<file path="config.mk">
export PLATFORM = sky130hd
export DESIGN_NAME = ex_pipe_stage_flat
export DESIGN_NICKNAME = d
export VERILOG_FILES = /design/src/rtl/ex_pipe_stage_if.sv /design/src/rtl/ex_pipe_stage.sv /design/src/flat_wrapper.sv
export SDC_FILE = /design/constraint.sdc
export NUM_CORES = 1
export LEC_CHECK = 0
export BUFFER_PORTS_ARGS = -buffer_cell sky130_fd_sc_hd__buf_4
export CAP_MARGIN = 20
export CELL_PAD_IN_SITES_DETAIL_PLACEMENT = 0
export CELL_PAD_IN_SITES_GLOBAL_PLACEMENT = 2
export CORE_UTILIZATION = 31
export CTS_CLUSTER_DIAMETER = 40
export DETAILED_ROUTE_END_ITERATION = 7
export GPL_TIMING_DRIVEN = 0
export PLACE_DENSITY_LB_ADDON = 0.1
export SLEW_MARGIN = 20
export SYNTH_ARGS = -nofsm -noshare
export SYNTH_HDL_FRONTEND = slang
export SYNTH_SLANG_ARGS = --single-unit
</file>
<file path="constraint.sdc">
create_clock -name clk -period 11.5 [get_ports clk]
set_input_delay 2.3 -clock clk [delete_from_list [all_inputs] [get_ports clk]]
set_output_delay 2.3 -clock clk [all_outputs]
set_load 0.01 [all_outputs]
</file>
<file path="src/rtl/ex_pipe_stage_if.sv">
// rtl/ex_pipe_stage_if.sv - ID/EX operand, forwarding and ALU result bundle for the execute stage
interface ex_pipe_stage_if #(
  parameter int DATA_W = 32
);
  logic [31:0]       id_ex_instr;
  logic [DATA_W-1:0] reg1;
  logic [DATA_W-1:0] reg2;
  logic [DATA_W-1:0] id_ex_imm_value;
  logic [DATA_W-1:0] ex_mem_alu_result;
  logic [DATA_W-1:0] mem_wb_write_back_result;
  logic              id_ex_alu_src;
  logic [1:0]        id_ex_alu_op;
  logic [1:0]        Forward_A;
  logic [1:0]        Forward_B;
  logic [DATA_W-1:0] alu_in2_out;
  logic [DATA_W-1:0] alu_result;
  logic              alu_zero;
  logic [DATA_W-1:0] alu_result_q;
  logic [DATA_W-1:0] store_data_q;

  modport master (
    output id_ex_instr, reg1, reg2, id_ex_imm_value, ex_mem_alu_result,
           mem_wb_write_back_result, id_ex_alu_src, id_ex_alu_op, Forward_A, Forward_B,
    input  alu_in2_out, alu_result, alu_zero, alu_result_q, store_data_q
  );

  modport slave (
    input  id_ex_instr, reg1, reg2, id_ex_imm_value, ex_mem_alu_result,
           mem_wb_write_back_result, id_ex_alu_src, id_ex_alu_op, Forward_A, Forward_B,
    output alu_in2_out, alu_result, alu_zero, alu_result_q, store_data_q
  );
endinterface

</file>
<file path="src/rtl/ex_pipe_stage.sv">
// rtl/ex_pipe_stage.sv - execute stage: forwarding muxes, ALU decode/compute, EX/MEM result registers
module ex_pipe_stage #(
  parameter int DATA_W = 32
) (
  input  logic            clk,
  input  logic            reset,
  ex_pipe_stage_if.slave  bus
);

  typedef enum logic [3:0] {
    ALU_ADD, ALU_SUB, ALU_AND, ALU_OR, ALU_XOR, ALU_NOR, ALU_SLT, ALU_SLL, ALU_SRL, ALU_SRA
  } alu_ctl_t;

  // Select 11 is reserved and falls back to the register-file value
  function automatic logic [DATA_W-1:0] fwd_sel(
    input logic [1:0]        sel,
    input logic [DATA_W-1:0] rf_val,
    input logic [DATA_W-1:0] ex_mem_val,
    input logic [DATA_W-1:0] mem_wb_val
  );
    case (sel)
      2'b10:   fwd_sel = ex_mem_val;
      2'b01:   fwd_sel = mem_wb_val;
      default: fwd_sel = rf_val;
    endcase
  endfunction

  logic [DATA_W-1:0] w_fwd_a;
  logic [DATA_W-1:0] w_fwd_b;
  logic [DATA_W-1:0] w_alu_in2;
  logic [5:0]        w_opcode;
  logic [5:0]        w_funct;
  logic [4:0]        w_shamt;
  logic              w_unused_instr;
  alu_ctl_t          w_alu_ctl;
  logic [DATA_W-1:0] w_alu_result;
  logic [DATA_W-1:0] r_alu_result_q;
  logic [DATA_W-1:0] r_store_data_q;

  assign w_opcode       = bus.id_ex_instr[31:26];
  assign w_shamt        = bus.id_ex_instr[10:6];
  assign w_funct        = bus.id_ex_instr[5:0];
  assign w_unused_instr = &{1'b0, bus.id_ex_instr[25:11]};

  assign w_fwd_a   = fwd_sel(bus.Forward_A, bus.reg1, bus.ex_mem_alu_result,
                             bus.mem_wb_write_back_result);
  assign w_fwd_b   = fwd_sel(bus.Forward_B, bus.reg2, bus.ex_mem_alu_result,
                             bus.mem_wb_write_back_result);
  assign w_alu_in2 = bus.id_ex_alu_src ? bus.id_ex_imm_value : w_fwd_b;

  always_comb begin
    w_alu_ctl = ALU_ADD;
    case (bus.id_ex_alu_op)
      2'b01: w_alu_ctl = ALU_SUB;
      2'b10: begin
        case (w_funct)
          6'b100010: w_alu_ctl = ALU_SUB;
          6'b100100: w_alu_ctl = ALU_AND;
          6'b100101: w_alu_ctl = ALU_OR;
          6'b100110: w_alu_ctl = ALU_XOR;
          6'b100111: w_alu_ctl = ALU_NOR;
          6'b101010: w_alu_ctl = ALU_SLT;
          6'b000000: w_alu_ctl = ALU_SLL;
          6'b000010: w_alu_ctl = ALU_SRL;
          6'b000011: w_alu_ctl = ALU_SRA;
          default:   w_alu_ctl = ALU_ADD;
        endcase
      end
      2'b11: begin
        case (w_opcode)
          6'b001100: w_alu_ctl = ALU_AND;
          6'b001101: w_alu_ctl = ALU_OR;
          6'b001110: w_alu_ctl = ALU_XOR;
          6'b001010: w_alu_ctl = ALU_SLT;
          default:   w_alu_ctl = ALU_ADD;
        endcase
      end
      default: w_alu_ctl = ALU_ADD;
    endcase
  end

  // Shifts take the forwarded B operand, never the immediate
  always_comb begin
    w_alu_result = w_fwd_a + w_alu_in2;
    case (w_alu_ctl)
      ALU_SUB: w_alu_result = w_fwd_a - w_alu_in2;
      ALU_AND: w_alu_result = w_fwd_a & w_alu_in2;
      ALU_OR:  w_alu_result = w_fwd_a | w_alu_in2;
      ALU_XOR: w_alu_result = w_fwd_a ^ w_alu_in2;
      ALU_NOR: w_alu_result = ~(w_fwd_a | w_alu_in2);
      ALU_SLT: w_alu_result = {{(DATA_W-1){1'b0}}, ($signed(w_fwd_a) < $signed(w_alu_in2))};
      ALU_SLL: w_alu_result = w_fwd_b << w_shamt;
      ALU_SRL: w_alu_result = w_fwd_b >> w_shamt;
      ALU_SRA: w_alu_result = $unsigned($signed(w_fwd_b) >>> w_shamt);
      default: w_alu_result = w_fwd_a + w_alu_in2;
    endcase
  end

  always_ff @(posedge clk or posedge reset) begin
    if (reset) begin
      r_alu_result_q <= '0;
      r_store_data_q <= '0;
    end else begin
      r_alu_result_q <= w_alu_result;
      r_store_data_q <= w_fwd_b;
    end
  end

  assign bus.alu_in2_out  = w_fwd_b;
  assign bus.alu_result   = w_alu_result;
  assign bus.alu_zero     = (w_alu_result == '0);
  assign bus.alu_result_q = r_alu_result_q;
  assign bus.store_data_q = r_store_data_q;

endmodule

</file>
<file path="src/flat_wrapper.sv">
// flat-port wrapper written by rule: the top's interface ports become plain ports
module ex_pipe_stage_flat 
#(
  parameter int DATA_W = 32
)
  (clk, reset, bus_id_ex_instr, bus_reg1, bus_reg2, bus_id_ex_imm_value, bus_ex_mem_alu_result, bus_mem_wb_write_back_result, bus_id_ex_alu_src, bus_id_ex_alu_op, bus_Forward_A, bus_Forward_B, bus_alu_in2_out, bus_alu_result, bus_alu_zero, bus_alu_result_q, bus_store_data_q);
  ex_pipe_stage_if #(.DATA_W(DATA_W)) bus_i ();
  input  logic clk;
  input  logic reset;
  input wire logic [$bits(bus_i.id_ex_instr)-1:0] bus_id_ex_instr;
  input wire logic [$bits(bus_i.reg1)-1:0] bus_reg1;
  input wire logic [$bits(bus_i.reg2)-1:0] bus_reg2;
  input wire logic [$bits(bus_i.id_ex_imm_value)-1:0] bus_id_ex_imm_value;
  input wire logic [$bits(bus_i.ex_mem_alu_result)-1:0] bus_ex_mem_alu_result;
  input wire logic [$bits(bus_i.mem_wb_write_back_result)-1:0] bus_mem_wb_write_back_result;
  input wire logic [$bits(bus_i.id_ex_alu_src)-1:0] bus_id_ex_alu_src;
  input wire logic [$bits(bus_i.id_ex_alu_op)-1:0] bus_id_ex_alu_op;
  input wire logic [$bits(bus_i.Forward_A)-1:0] bus_Forward_A;
  input wire logic [$bits(bus_i.Forward_B)-1:0] bus_Forward_B;
  output wire logic [$bits(bus_i.alu_in2_out)-1:0] bus_alu_in2_out;
  output wire logic [$bits(bus_i.alu_result)-1:0] bus_alu_result;
  output wire logic [$bits(bus_i.alu_zero)-1:0] bus_alu_zero;
  output wire logic [$bits(bus_i.alu_result_q)-1:0] bus_alu_result_q;
  output wire logic [$bits(bus_i.store_data_q)-1:0] bus_store_data_q;
  assign bus_i.id_ex_instr = bus_id_ex_instr;
  assign bus_i.reg1 = bus_reg1;
  assign bus_i.reg2 = bus_reg2;
  assign bus_i.id_ex_imm_value = bus_id_ex_imm_value;
  assign bus_i.ex_mem_alu_result = bus_ex_mem_alu_result;
  assign bus_i.mem_wb_write_back_result = bus_mem_wb_write_back_result;
  assign bus_i.id_ex_alu_src = bus_id_ex_alu_src;
  assign bus_i.id_ex_alu_op = bus_id_ex_alu_op;
  assign bus_i.Forward_A = bus_Forward_A;
  assign bus_i.Forward_B = bus_Forward_B;
  assign bus_alu_in2_out = bus_i.alu_in2_out;
  assign bus_alu_result = bus_i.alu_result;
  assign bus_alu_zero = bus_i.alu_zero;
  assign bus_alu_result_q = bus_i.alu_result_q;
  assign bus_store_data_q = bus_i.store_data_q;
  ex_pipe_stage #(.DATA_W(DATA_W)) u_core (.clk(clk), .reset(reset), .bus(bus_i));
endmodule
</file>
==> reports/qor.txt <==
status: complete, but fails checks
failing checks: setup timing
routed len/inst: 37.5 µm
Pre-Repair DR Iteration Count: 8
Vias/cell: 6.82
Critical Path RT: 9200 ps
Synth Area in Compound Gates: 35.8%
CP top delay family: compound AO/OA/AOI/OAI gates
Worst Tran Pin Value: 1280 ps
Post-Synth XOR/XNOR Area: 2.04%
Remaining Overflow, GRT: 0
Post-synth EDFFs: 0
die area: 46600 µm²
NetSw: 1.18 mW
Post-CTS Hold Fix Bufs: 0
# fillers: 4876
share of cells above drive strength 1: 21.1%
top cells by area, synth: dfrtp_1, ha_1, mux4_2, o21ai_0, nand2_1
async set-reset flop share out of synthesis: 100%
initial antenna violation count: 4
clk buf depth: 2
post-synth top area share: 11.3%
Syn Nets: 2264
initial core utilization: 31.3%
VDD IR max: 0.0616 mV
Slew Viols, Final: 0
Core Box Area: 45300 µm²
final worst-path cycle share: 100%
PnR worst setup slack: -48.0 ps
CP dominant cell by count: buf_4
post-synthesis mux area share: 12.8%
Post-Synth Adder-Cell Area: 9.10%
CP Launch Type: input port
Max Cap Viol: 0
DRC violations left: 0
Final Power: 2.18 mW
DP HPWL: 89.0 mm
PD cells: 123 nW/µm²
Min Hold Slack: 1880 ps
Setup-failing EPs final: 1
Syn-to-layout area delta: 25.4%
row cnt: 78
WS Path Type: input port to output port
WP data arrival: 9250 ps
yosys warns: 0
Mapped Area: 14200 µm²
nets: 2591
clock root cell: clkbuf_16
Cell variety after synth: 83
Global Route Usage Sum: 45.2%
GP Congestion: 1.11
Yosys reg bits: 64
Die Ht: 216 µm
peak fanout along the critical path: 10
placed cell areas: 17300 µm²
largest family of logic cells by synthesized area: compound AO/OA/AOI/OAI gates
DRT iter0 DRCs: 2907
clk sink count: 64
Avg Cell Area, Syn: 7.23 µm²
via count: 19741
TritonCTS clock tree: yes
ys flop type: dfrtp_1
final wirelength: 109 mm
TritonCTS Buffers: 9
fin crit period: 11550 ps
crit-path cells: buf_4 -> inv_1 -> ha_1 -> buf_4 -> buf_4 -> inv_2 -> buf_2 -> buf_2 -> mux2i_4 -> o21ai_1 -> ha_1 -> a21oi_1 -> o2111ai_1 -> a221o_1 -> a21oi_1 -> a21oi_1 -> o41ai_1 -> nor3b_1 -> o311a_1 -> a22oi_1 -> or4_1 -> or4_1 -> nor4_2 -> buf_4
DIE WIDTH: 216 µm
Crit-path slowest cell: o41ai_1
Clock transition at path regs: 100 ps
worst hold-check path type: input port to asynchronous set/reset pin
Antenna Violating Nets Remaining: 0
Critical Path Max Stage Delay: 600 ps
vias in the first global route: 18498
I/O pin total: 330
first-pass GRT wire length: 147 mm
final hold vios: 0
Non-Filler Instances: 2895
Leak: 7.59 nW
Int Power: 1.01 mW
post-synthesis simple-gate area fraction: 20.3%
leading area contributor after synthesis: dfrtp_1
number of buffers added on ports: 308
H-tree levels: 3
Seq pwr share: 13.5%
Synth Instances: 1961
DP Cell Count: 2875
critical path capture point type: output port
Sw Ratio: 53.8%
Final Instance Area: 17800 µm²
Combinational Power Share: 69.6%
clock network fraction of design power: 16.9%
Seq/Total Area, Yosys: 11.3%
TNS Setup: -48.0 ps
Worst Path Buf+Inv: 8
relative slew slack: 12.7%
largest net degree at the start of global routing: 35
Fmax: 86.6 MHz
==> cells by family after synthesis <==
family | count (synthesis)
compound gates | 728
xor+xnor | 33
fa+ha+maj | 102
buf+inv | 304
flops | 64
mux | 116
simple gates | 614
==> placed cells by master, fill, tap and decap left out, drive strengths merged, types with 15 or more instances in the layout <==
| cell | instances |
|---|---|
| dfrtp | 64 |
| nand3 | 37 |
| ha | 100 |
| nand2b | 28 |
| nand2 | 194 |
| nor2 | 170 |
| nor4 | 19 |
| or2 | 19 |
| o211ai | 33 |
| o21a | 16 |
| a21o | 17 |
| mux4 | 52 |
| a31oi | 16 |
| a21oi | 127 |
| clkbuf | 112 |
| a22oi | 53 |
| a221oi | 34 |
| xnor2 | 30 |
| o21ai | 157 |
| o22ai | 23 |
| a32oi | 17 |
| nor3 | 59 |
| a221o | 15 |
| nor2b | 31 |
| buf | 371 |
| a211oi | 31 |
| inv | 144 |
| a22o | 39 |
| mux2i | 58 |
==> layout make-up <==
type	instances	area, µm²	share of cell area (%)
buffer	157	676	3.80
inverter	146	551	3.10
multi-input combinational	1593	11500	64.5
timing repair buffer	317	2380	13.4
antenna	2	5.00	0.0281
sequential	64	1600	9.00
tap	600	751	4.22
clock inverter	7	120	0.675
clock buffer	9	225	1.27
==> power groups by stage <==
stage / clock network [mW] / registers (mW) / logic (mW)
after floorplan: 0 / 0.323 / 0.722
after global placement: 0 / 0.297 / 1.43
after detailed placement: 0 / 0.299 / 1.43
after CTS: 0.366 / 0.295 / 1.44
after global routing: 0.374 / 0.298 / 1.56
final: 0.369 / 0.295 / 1.52
==> sequential cells by signal (all words and copies together) (netlist names) <==
name	flops
u_core.bus.alu_result_q	32
u_core.bus.store_data_q	32
==> per-stage QoR <==
step | worst slack, ps | utilization [%]
after floorplan | 1710 | -
after global placement | -945 | 38.1
after detailed placement | -885 | 38.3
after CTS | 45.9 | 39.1
after global routing | -5.66 | 39.3
final | -48.0 | 39.3
==> per-layer routing <==
layer / GRT usage (%) / vias to the layer above / part of all wire, %
li1: - / 8056 / -
met1: 58.2 / 9701 / 39
met2: 65.4 / 1624 / 41
met3: 16.7 / 352 / 14
met4: 23.5 / 8 / 6.2
met5: 0 / - / 0.076
==> final timing paths <==
check / endpoint / start / depth (start not counted) / slack [ps]
worst max-delay path: bus_alu_zero / bus_Forward_B[0] / 24 / -50
worst min-delay path: u_core.bus.store_data_q[30]$_DFF_PP0_ / reset / 2 / 1880
max in group asynchronous: u_core.bus.alu_result_q[6]$_DFF_PP0_ / reset / 3 / 8990
min in group clk: u_core.bus.store_data_q[15]$_DFF_PP0_ / bus_reg2[15] / 3 / 2270
==> what timing repair did <==
action                     in CTS  in global routing
pin swaps                       0                  1
gates resized for setup        13                 13
setup endpoints to repair       3                  1
setup buffers                   0                  1
==> synthesized netlist by cell type, types with 18 or more instances <==
cell,instances
dfrtp_1,64
mux2i_1,58
ha_1,100
nand3_1,37
nor3_1,58
o211ai_1,31
nand2b_1,28
clkbuf_1,103
o21ai_0,155
nand2_1,194
nor4_1,18
a21oi_1,126
xnor2_1,30
a22oi_1,53
buf_2,26
buf_1,20
inv_1,140
a22o_1,39
a221oi_1,31
mux4_2,52
a211oi_1,31
nor2_1,170
o22ai_1,23
nor2b_1,31
No activity file was read; power rests on OpenSTA's default activity.
